## src/rtl/mac_result_collector.sv

```systemverilog
// Collects MAC results on rising valid strobes, tags them with lane and phase,
// and queues them for a downstream valid/ready reader.
module mac_result_collector #(
   parameter  int ACC_W  = 16,
   parameter  int N_MACS = 4,
   parameter  int DEPTH  = 8,
   localparam int ID_W   = (N_MACS > 1) ? $clog2(N_MACS) : 1,
   localparam int CNT_W  = $clog2(DEPTH) + 1
) (
   input  logic                    clk,
   input  logic                    rst,
   input  logic                    clear,
   input  logic [N_MACS-1:0]       valid_in,
   input  logic [N_MACS*ACC_W-1:0] acc_in,
   input  logic                    phase_layer,
   output logic                    out_valid,
   input  logic                    out_ready,
   output logic signed [ACC_W-1:0] out_data,
   output logic [ID_W-1:0]         out_mac_id,
   output logic                    out_layer,
   output logic [CNT_W-1:0]        count,
   output logic                    overflow,
   output logic                    busy
);

   localparam int PTR_W = $clog2(DEPTH);

   logic [N_MACS-1:0]       prev_p0;
   logic [N_MACS-1:0]       cap_p0;
   logic [N_MACS-1:0]       vld_p1;
   logic signed [ACC_W-1:0] hold_data_p1 [N_MACS];
   logic [N_MACS-1:0]       hold_layer_p1;

   logic signed [ACC_W-1:0] mem_data  [DEPTH];
   logic [ID_W-1:0]         mem_id    [DEPTH];
   logic                    mem_layer [DEPTH];

   logic [PTR_W-1:0] wr_ptr;
   logic [PTR_W-1:0] rd_ptr;
   logic [ID_W-1:0]  sel;
   logic             any_pend;
   logic             full;
   logic             push;
   logic             pop;

   assign cap_p0 = valid_in & ~prev_p0;

   // Fixed priority: the lowest pending lane wins the single push slot.
   always_comb begin
      sel = '0;
      for (int i = N_MACS - 1; i >= 0; i--) begin
         if (vld_p1[i]) sel = ID_W'(i);
      end
   end

   assign any_pend = |vld_p1;
   assign full     = (count == CNT_W'(DEPTH));
   assign pop      = out_valid & out_ready & ~clear;
   assign push     = any_pend & (~full | pop) & ~clear;

   // ---- stage p0 -> p1: per-lane capture holding registers ----
   always_ff @(posedge clk) begin
      for (int i = 0; i < N_MACS; i++) begin
         if (cap_p0[i] && !clear) begin
            hold_data_p1[i]  <= $signed(acc_in[i*ACC_W +: ACC_W]);
            hold_layer_p1[i] <= phase_layer;
         end
      end
   end

   // ---- stage p1 -> fifo: storage written from the arbitrated lane ----
   always_ff @(posedge clk) begin
      if (push) begin
         mem_data[wr_ptr]  <= hold_data_p1[sel];
         mem_id[wr_ptr]    <= sel;
         mem_layer[wr_ptr] <= hold_layer_p1[sel];
      end
   end

   always_ff @(posedge clk or posedge rst) begin
      if (rst) begin
         prev_p0  <= '0;
         vld_p1   <= '0;
         overflow <= 1'b0;
         wr_ptr   <= '0;
         rd_ptr   <= '0;
         count    <= '0;
      end else if (clear) begin
         // Track the live strobes so a level already high is not seen as an edge.
         prev_p0  <= valid_in;
         vld_p1   <= '0;
         overflow <= 1'b0;
         wr_ptr   <= '0;
         rd_ptr   <= '0;
         count    <= '0;
      end else begin
         prev_p0 <= valid_in;
         for (int i = 0; i < N_MACS; i++) begin
            if (push && (int'(sel) == i)) begin
               vld_p1[i] <= cap_p0[i];
            end else if (cap_p0[i]) begin
               vld_p1[i] <= 1'b1;
               if (vld_p1[i]) overflow <= 1'b1;
            end
         end
         if (push) wr_ptr <= wr_ptr + PTR_W'(1);
         if (pop)  rd_ptr <= rd_ptr + PTR_W'(1);
         case ({push, pop})
            2'b10:   count <= count + CNT_W'(1);
            2'b01:   count <= count - CNT_W'(1);
            default: count <= count;
         endcase
      end
   end

   // Head fields read as zero while empty so idle outputs are defined.
   assign out_valid  = (count != '0);
   assign out_data   = out_valid ? mem_data[rd_ptr]  : '0;
   assign out_mac_id = out_valid ? mem_id[rd_ptr]    : '0;
   assign out_layer  = out_valid ? mem_layer[rd_ptr] : 1'b0;
   assign busy       = any_pend | out_valid;

endmodule

```

## config.mk

```make
export PLATFORM = sky130hd
export DESIGN_NAME = mac_result_collector
export DESIGN_NICKNAME = d
export VERILOG_FILES = /design/src/rtl/mac_result_collector.sv
export SDC_FILE = /design/constraint.sdc
export NUM_CORES = 1
export LEC_CHECK = 0
export ABC_AREA = 1
export BUFFER_PORTS_ARGS = -buffer_cell sky130_fd_sc_hd__buf_2
export CAP_MARGIN = 15
export CELL_PAD_IN_SITES_DETAIL_PLACEMENT = 1
export CELL_PAD_IN_SITES_GLOBAL_PLACEMENT = 1
export CORE_MARGIN = 10
export CORE_UTILIZATION = 51
export DETAILED_ROUTE_END_ITERATION = 8
export PLACE_DENSITY_LB_ADDON = 0.1
export SETUP_SLACK_MARGIN = 0.02
export SLEW_MARGIN = 20
export SYNTH_ARGS = -nofsm -noshare
export SYNTH_HDL_FRONTEND = slang
export SYNTH_SLANG_ARGS = --single-unit
```

## constraint.sdc

```tcl
create_clock -name clk -period 3.4 [get_ports clk]
set_input_delay 0.34 -clock clk [delete_from_list [all_inputs] [get_ports clk]]
set_output_delay 0.34 -clock clk [all_outputs]
set_load 0.01 [all_outputs]
```

==> Word-level counts from Yosys, hierarchy flattened <==
Memories as Yosys holds them, arrays and structs flattened.
Cells that the tools add are included.
{ "classes": {"add_sub_neg": 4, "multipliers": 0, "n_div": 0, "order_cmp": 1, "n_eq_ne": 6, "n_shift": 0, "muxes": 47, "n_bitwise": 10, "n_reduce_logical": 19} }
{ "op_table": {"columns": ["operator", "n"], "rows": [
  ["$mux W1", 33],
  ["$mux W16", 1],
  ["$reduce_bool A3 Y1", 5],
  ["$mux W3", 4],
  ["$mux W2", 5],
  ["$logic_and A1 B1 Y1", 8],
  ["$mux W4", 2],
  ["$pmux W4 S2", 1],
  ["$add A3 B1 Y3 const B", 2],
  ["$eq A2 B2 Y1 const B", 3],
  ["$add A4 B1 Y4 const B", 1],
  ["$and A1 B1 Y1", 4],
  ["$and A4 B4 Y4", 1],
  ["$eq A2 B1 Y1 const B", 2],
  ["$eq A4 B4 Y1 const B", 1],
  ["$not A4 Y4", 1],
  ["$reduce_bool A2 Y1", 2],
  ["$reduce_bool A4 Y1", 1],
  ["$reduce_or A4 Y1", 1],
  ["$sub A4 B1 Y4 const B", 1],
  ["$lt A2 B3 Y1 const B", 1],
  ["$bmux W1 S2", 1],
  ["$logic_not A2 Y1", 1],
  ["$not A1 Y1", 2],
  ["other kinds (2)", 3]
]} }
{ "totals": {"register_bits": 23, "latch_bits": 0, "ramBits": 216, "romBits": 0, "in_bits": 73, "out_inout_bits": 26, "wordCells": 104, "mem_count": 4} }
{ "mem_list": {"columns": ["name", "depth", "word_bits", "read_ports", "rd_clocked_by_memory_dff", "write_ports", "line", "source"], "rows": [
  ["mem_data", 8, 16, 1, 0, 1, "34", "logic signed [ACC_W-1:0] mem_data [DEPTH];"],
  ["hold_data_p1", 4, 16, 1, 0, 4, "31", "logic signed [ACC_W-1:0] hold_data_p1 [N_MACS];"],
  ["mem_id", 8, 2, 1, 0, 1, "35", "logic [ID_W-1:0] mem_id [DEPTH];"],
  ["mem_layer", 8, 1, 1, 0, 1, "36", "logic mem_layer [DEPTH];"]
]} }

==> Longest topological paths before layout <==
{ "logic_depth": {"word_depth": 18, "mapped_depth": 12, "ltp_nobuf": 12} }

==> Worst setup path after synthesis <==
OpenSTA, ideal clock, no wires.
{ "synth_timing": {"path_kind": "register -> register", "startpoint": "reg count[3]", "endpoint": "mem mem_data[0][0], enable pin", "setup_time_ns": 0.395, "t_arrival_ns": 1.965, "required_ns": 3.005, "path_slack_ns": 1.041, "stages_incl_launch_ff": 9, "path_buffers": 0, "period_less_slack_ns": 2.359, "cell_sequence": "dfrtp_1 -> nor2_2 -> nand2_2 -> nand3_4 -> nand2_2 -> nand2_2 -> nor2_2 -> nand2_1 -> nor2_1"} }
{ "synth_via": {"elab_chain_len": 8, "word_cells_on_any_way": 10, "cone_classes": "1 x eq/ne; 2 x mux; 6 x bitwise; 1 x reduce/logical"} }
{ "synth_lines": {"columns": ["element", "line", "source"], "rows": [
  ["start: declaration", "21", "output logic [CNT_W-1:0] count,"],
  ["start signal: assignment", "109", "2'b10: count <= count + CNT_W'(1);"],
  ["start signal: assignment", "110", "2'b01: count <= count - CNT_W'(1);"],
  ["start signal: assignment", "111", "default: count <= count;"],
  ["$reduce_bool A4 Y1", "117", "assign out_valid = (count != '0);"],
  ["$and A1 B1 Y1 (2 in a row)", "58", "assign pop = out_valid & out_ready & ~clear;"],
  ["$or A1 B1 Y1 *", "59", "assign push = any_pend & (~full | pop) & ~clear;"],
  ["$and A1 B1 Y1 * (2 in a row)", "59", null],
  ["$mux W1 *", "73", "if (push) begin"],
  ["$mux W1 (implied by the code) *", "74", "mem_data[wr_ptr] <= hold_data_p1[sel];"],
  ["end: declaration", "34", null]
]} }
Every way passes the cells marked *; elsewhere a longest branch is shown, timed or not.

==> Worst setup path in the final report <==
{ "layout_timing": {"startpoint": "reg rd_ptr[0]", "endpoint": "out out_data[4]"} }
{ "layout_via": {"elab_chain_len": 2} }
{ "layout_lines": {"columns": ["element", "line", "source"], "rows": [
  ["start: declaration", "39", "logic [PTR_W-1:0] rd_ptr;"],
  ["start signal: assignment", "107", "if (pop) rd_ptr <= rd_ptr + PTR_W'(1);"],
  ["$mem_v2 Z8 W16", null, null],
  ["$mux W16", "118", "assign out_data = out_valid ? mem_data[rd_ptr] : '0;"],
  ["end: declaration", "18", "output logic signed [ACC_W-1:0] out_data,"]
]} }
Every way passes these cells.

==> flow_metrics.tcl <==
set metrics [dict create \
    syn_inst 736 \
    final_area_sq_um 11710 \
    syn_area_per_cell_sq_um 12.83 \
    drt_iter0_markers 712 \
    power_leakage_nw 4.324 \
    core_area_sq_um 18090 \
    rsz0062_at_grt "false" \
    dieArea_sq_um 24360 \
    numCtsBuffers 26 \
    ant_nets 0 \
    yosysWarnings 0 \
    syn_to_final_growth_pct 24.00 \
    synthesis.area_sq_um 9443 \
    period_share_pct 89.83 \
    cp.arrival_ns 2.71 \
    root_buffer "clkbuf_16" \
    clock.fmax_ghz 0.3274 \
    powerDensity_nw_per_um2 728.9 \
    synth_top_cell_area_share_pct 69.96 \
    period_minus_slack_ns 3.054 \
    synth_top_area_cell "edfxtp_1" \
    io_pins 99 \
    hold_class "primary input to flop" \
    r2r-start "count[1]" \
    relSlewSlack_pct 40.00 \
    cts_setup_buffers 0 \
    syn_nets 814 \
    cts_resized 0 \
    portBuffers 98 \
    min_from "acc_in[35]" \
    cts_max_level 1 \
    synth.distinct_cells 28 \
    fill_cells 1747 \
    path_max_fanout 42 \
    hold_viol_final 0 \
    grt_pass1_wl_mm 44.24 \
    stdcell_count 1159 \
    max_stage_delay_ns 0.51 \
    drv_cap 0 \
    drive_gt1_share_pct 20.13 \
    tightest_slew_ns 0.8990 \
    placed_area_sq_um 10220 \
    num_rows 49 \
    finClkSkew_ns 0.01463 \
    vias_per_cell 5.862 \
    fin_tns_setup_ns 0 \
    r2r_end "mem_data[0][13]" \
    die_h_um 156.1 \
    routed_wl_mm 29.00 \
    route.detailed.drc 0 \
    setup_viol 0 \
    initial_utilization_pct 52.21 \
    grt-ovfl-total 0 \
    critPathRequiredTime_ns 3.06 \
    crit_chain "inv_2 > buf_4 > nor2_1 > o22ai_1 > o21ai_1 > a31oi_1 > buf_2" \
    hold_end "hold_data_p1[2][3]" \
    synth_seq_cells 239 \
    grt_max_degree 80 \
    fp.dieW_um 156.1 \
    seq_area_frac_synth_pct 75.00 \
    dp_hpwl_mm 16.32 \
    synth_area_leaders "edfxtp_1, nor2_1, o21ai_0" \
    clk_latency_ns 0.53 \
    cts.sinks 239 \
    timing.reg2reg.setup_slack_ns 0.86 \
    drtPass1Iterations 5 \
    worst-setup-path-type "flop to primary output" \
    layout.nets 988 \
    vias 6794 \
    grt_usage_pct 23.74 \
    final_cell_mix "edfxtp_1, nor2_1, o21ai_0, buf_2, nand2_1" \
    end_kind "primary output" \
    dp.cells 1048 \
    path_clk_slew_ns 0.06 \
    status "completed" \
    ir_drop_mv 0.4736 \
    clockBufferDepth 3 \
    antenna_found_initial 1 \
    seqCellArea_sq_um 7083 \
    timing.hold.ws_ns 0.01207 \
    grt_pass1_vias 7361 \
    multiInputGateArea_sq_um 2091 \
    gp_congestion 0.8193 \
    cts_tree "done" \
    min_path_cells 1 \
    final_core_util_pct 64.74 \
    final_common_cell "edfxtp_1" \
    wl_per_cell_um 25.02 \
    r2r_cells 9 \
    final_max_slew_viol_count 0 \
    worst_path_max_delay_cell "inv_2" \
    worst_setup_path_start_kind "flop" \
    cts_hold_buf 63 \
]
-- report_power, final --
| part | switching [mW] | internal (mW) | total (mW) |
|---|---|---|---|
| combinational | 1.46 | 0.656 | 2.12 |
| sequential | 0.0829 | 3.45 | 3.53 |
| clock | 1.17 | 1.72 | 2.88 |
| total | 2.71 | 5.82 | 8.53 |
-- metrics by stage --
stage          setup slack (ns)  total power [mW]
2_1_floorplan             1.041             4.823
6_report                 0.3457             8.534
4_1_cts                  0.3323             8.495
3_5_place_dp             0.9386             5.612
5_1_grt                  0.1938             8.882
3_3_place_gp             0.9480             5.543
-- logic make-up after synthesis --
group	Yosys count	share of synthesized area (%)
DFF	239	75.00
adders and majority gates	5	0.7420
and+or+nand+nor	273	12.30
buffers and inverters	64	2.862
xor gates and xnor gates	3	0.2783
AOI/OAI and AO/OA	152	8.825
-- metal layers --
metal | global-route usage, % | part of all wire, % | wire length, um
met4 | 7.149 | 3.0 | 878
met1 | 30.03 | 40 | 11460
met2 | 40.64 | 50 | 14570
met3 | 4.494 | 7.2 | 2097
met5 | 0 | 0 | 0
-- worst max path at each step --
stage	from	end	cells after the start
2_1_floorplan	count[3]	mem_data[0][0]	8
3_3_place_gp	count[1]	mem_data[1][12]	9
3_5_place_dp	count[1]	mem_data[1][9]	9
4_1_cts	rd_ptr[0]	out_data[4]	7
5_1_grt	rd_ptr[0]	out_data[4]	7
6_report	rd_ptr[0]	out_data[4]	7
-- critical path, delay by kind of cell (launching register included) --
kind / cells / cell delay, ns
buffers and inverters: 3 / 1.05
AOI/OAI and AO/OA: 3 / 0.64
DFF: 1 / 0.40
and+or+nand+nor: 1 / 0.07
-- sequential cells by signal (all words and copies together) (netlist names) --
signal / count
mem_id: 16
hold_data_p1: 64
overflow: 1
wr_ptr: 3
count: 4
rd_ptr: 3
hold_layer_p1: 4
mem_data: 128
vld_p1: 4
mem_layer: 8
prev_p0: 4
-- layout make-up --
class | instances | share of cell area [%]
Clock buffer | 35 | 6.198
Inverter | 27 | 0.8656
Antenna cell | 1 | 0.02137
Timing Repair Buffer | 183 | 10.99
Tap cell | 229 | 2.447
Clock inverter | 12 | 1.133
Multi-Input combinational cell | 433 | 17.86
Sequential cell | 239 | 60.49
-- Yosys cell counts, drive strengths merged --
| cell | count |
|---|---|
| o22ai | 21 |
| a21oi | 6 |
| dfrtp | 19 |
| nor2 | 141 |
| clkbuf | 20 |
| a31oi | 19 |
| nand2 | 104 |
| a31o | 3 |
| o21ai | 103 |
| xor2 | 3 |
| edfxtp | 220 |
| nand4 | 21 |
| nand3 | 5 |
| nor3 | 2 |
| inv | 27 |
| buf | 17 |
| fa | 1 |
| ha | 4 |
No activity file was read; power rests on OpenSTA's default activity.
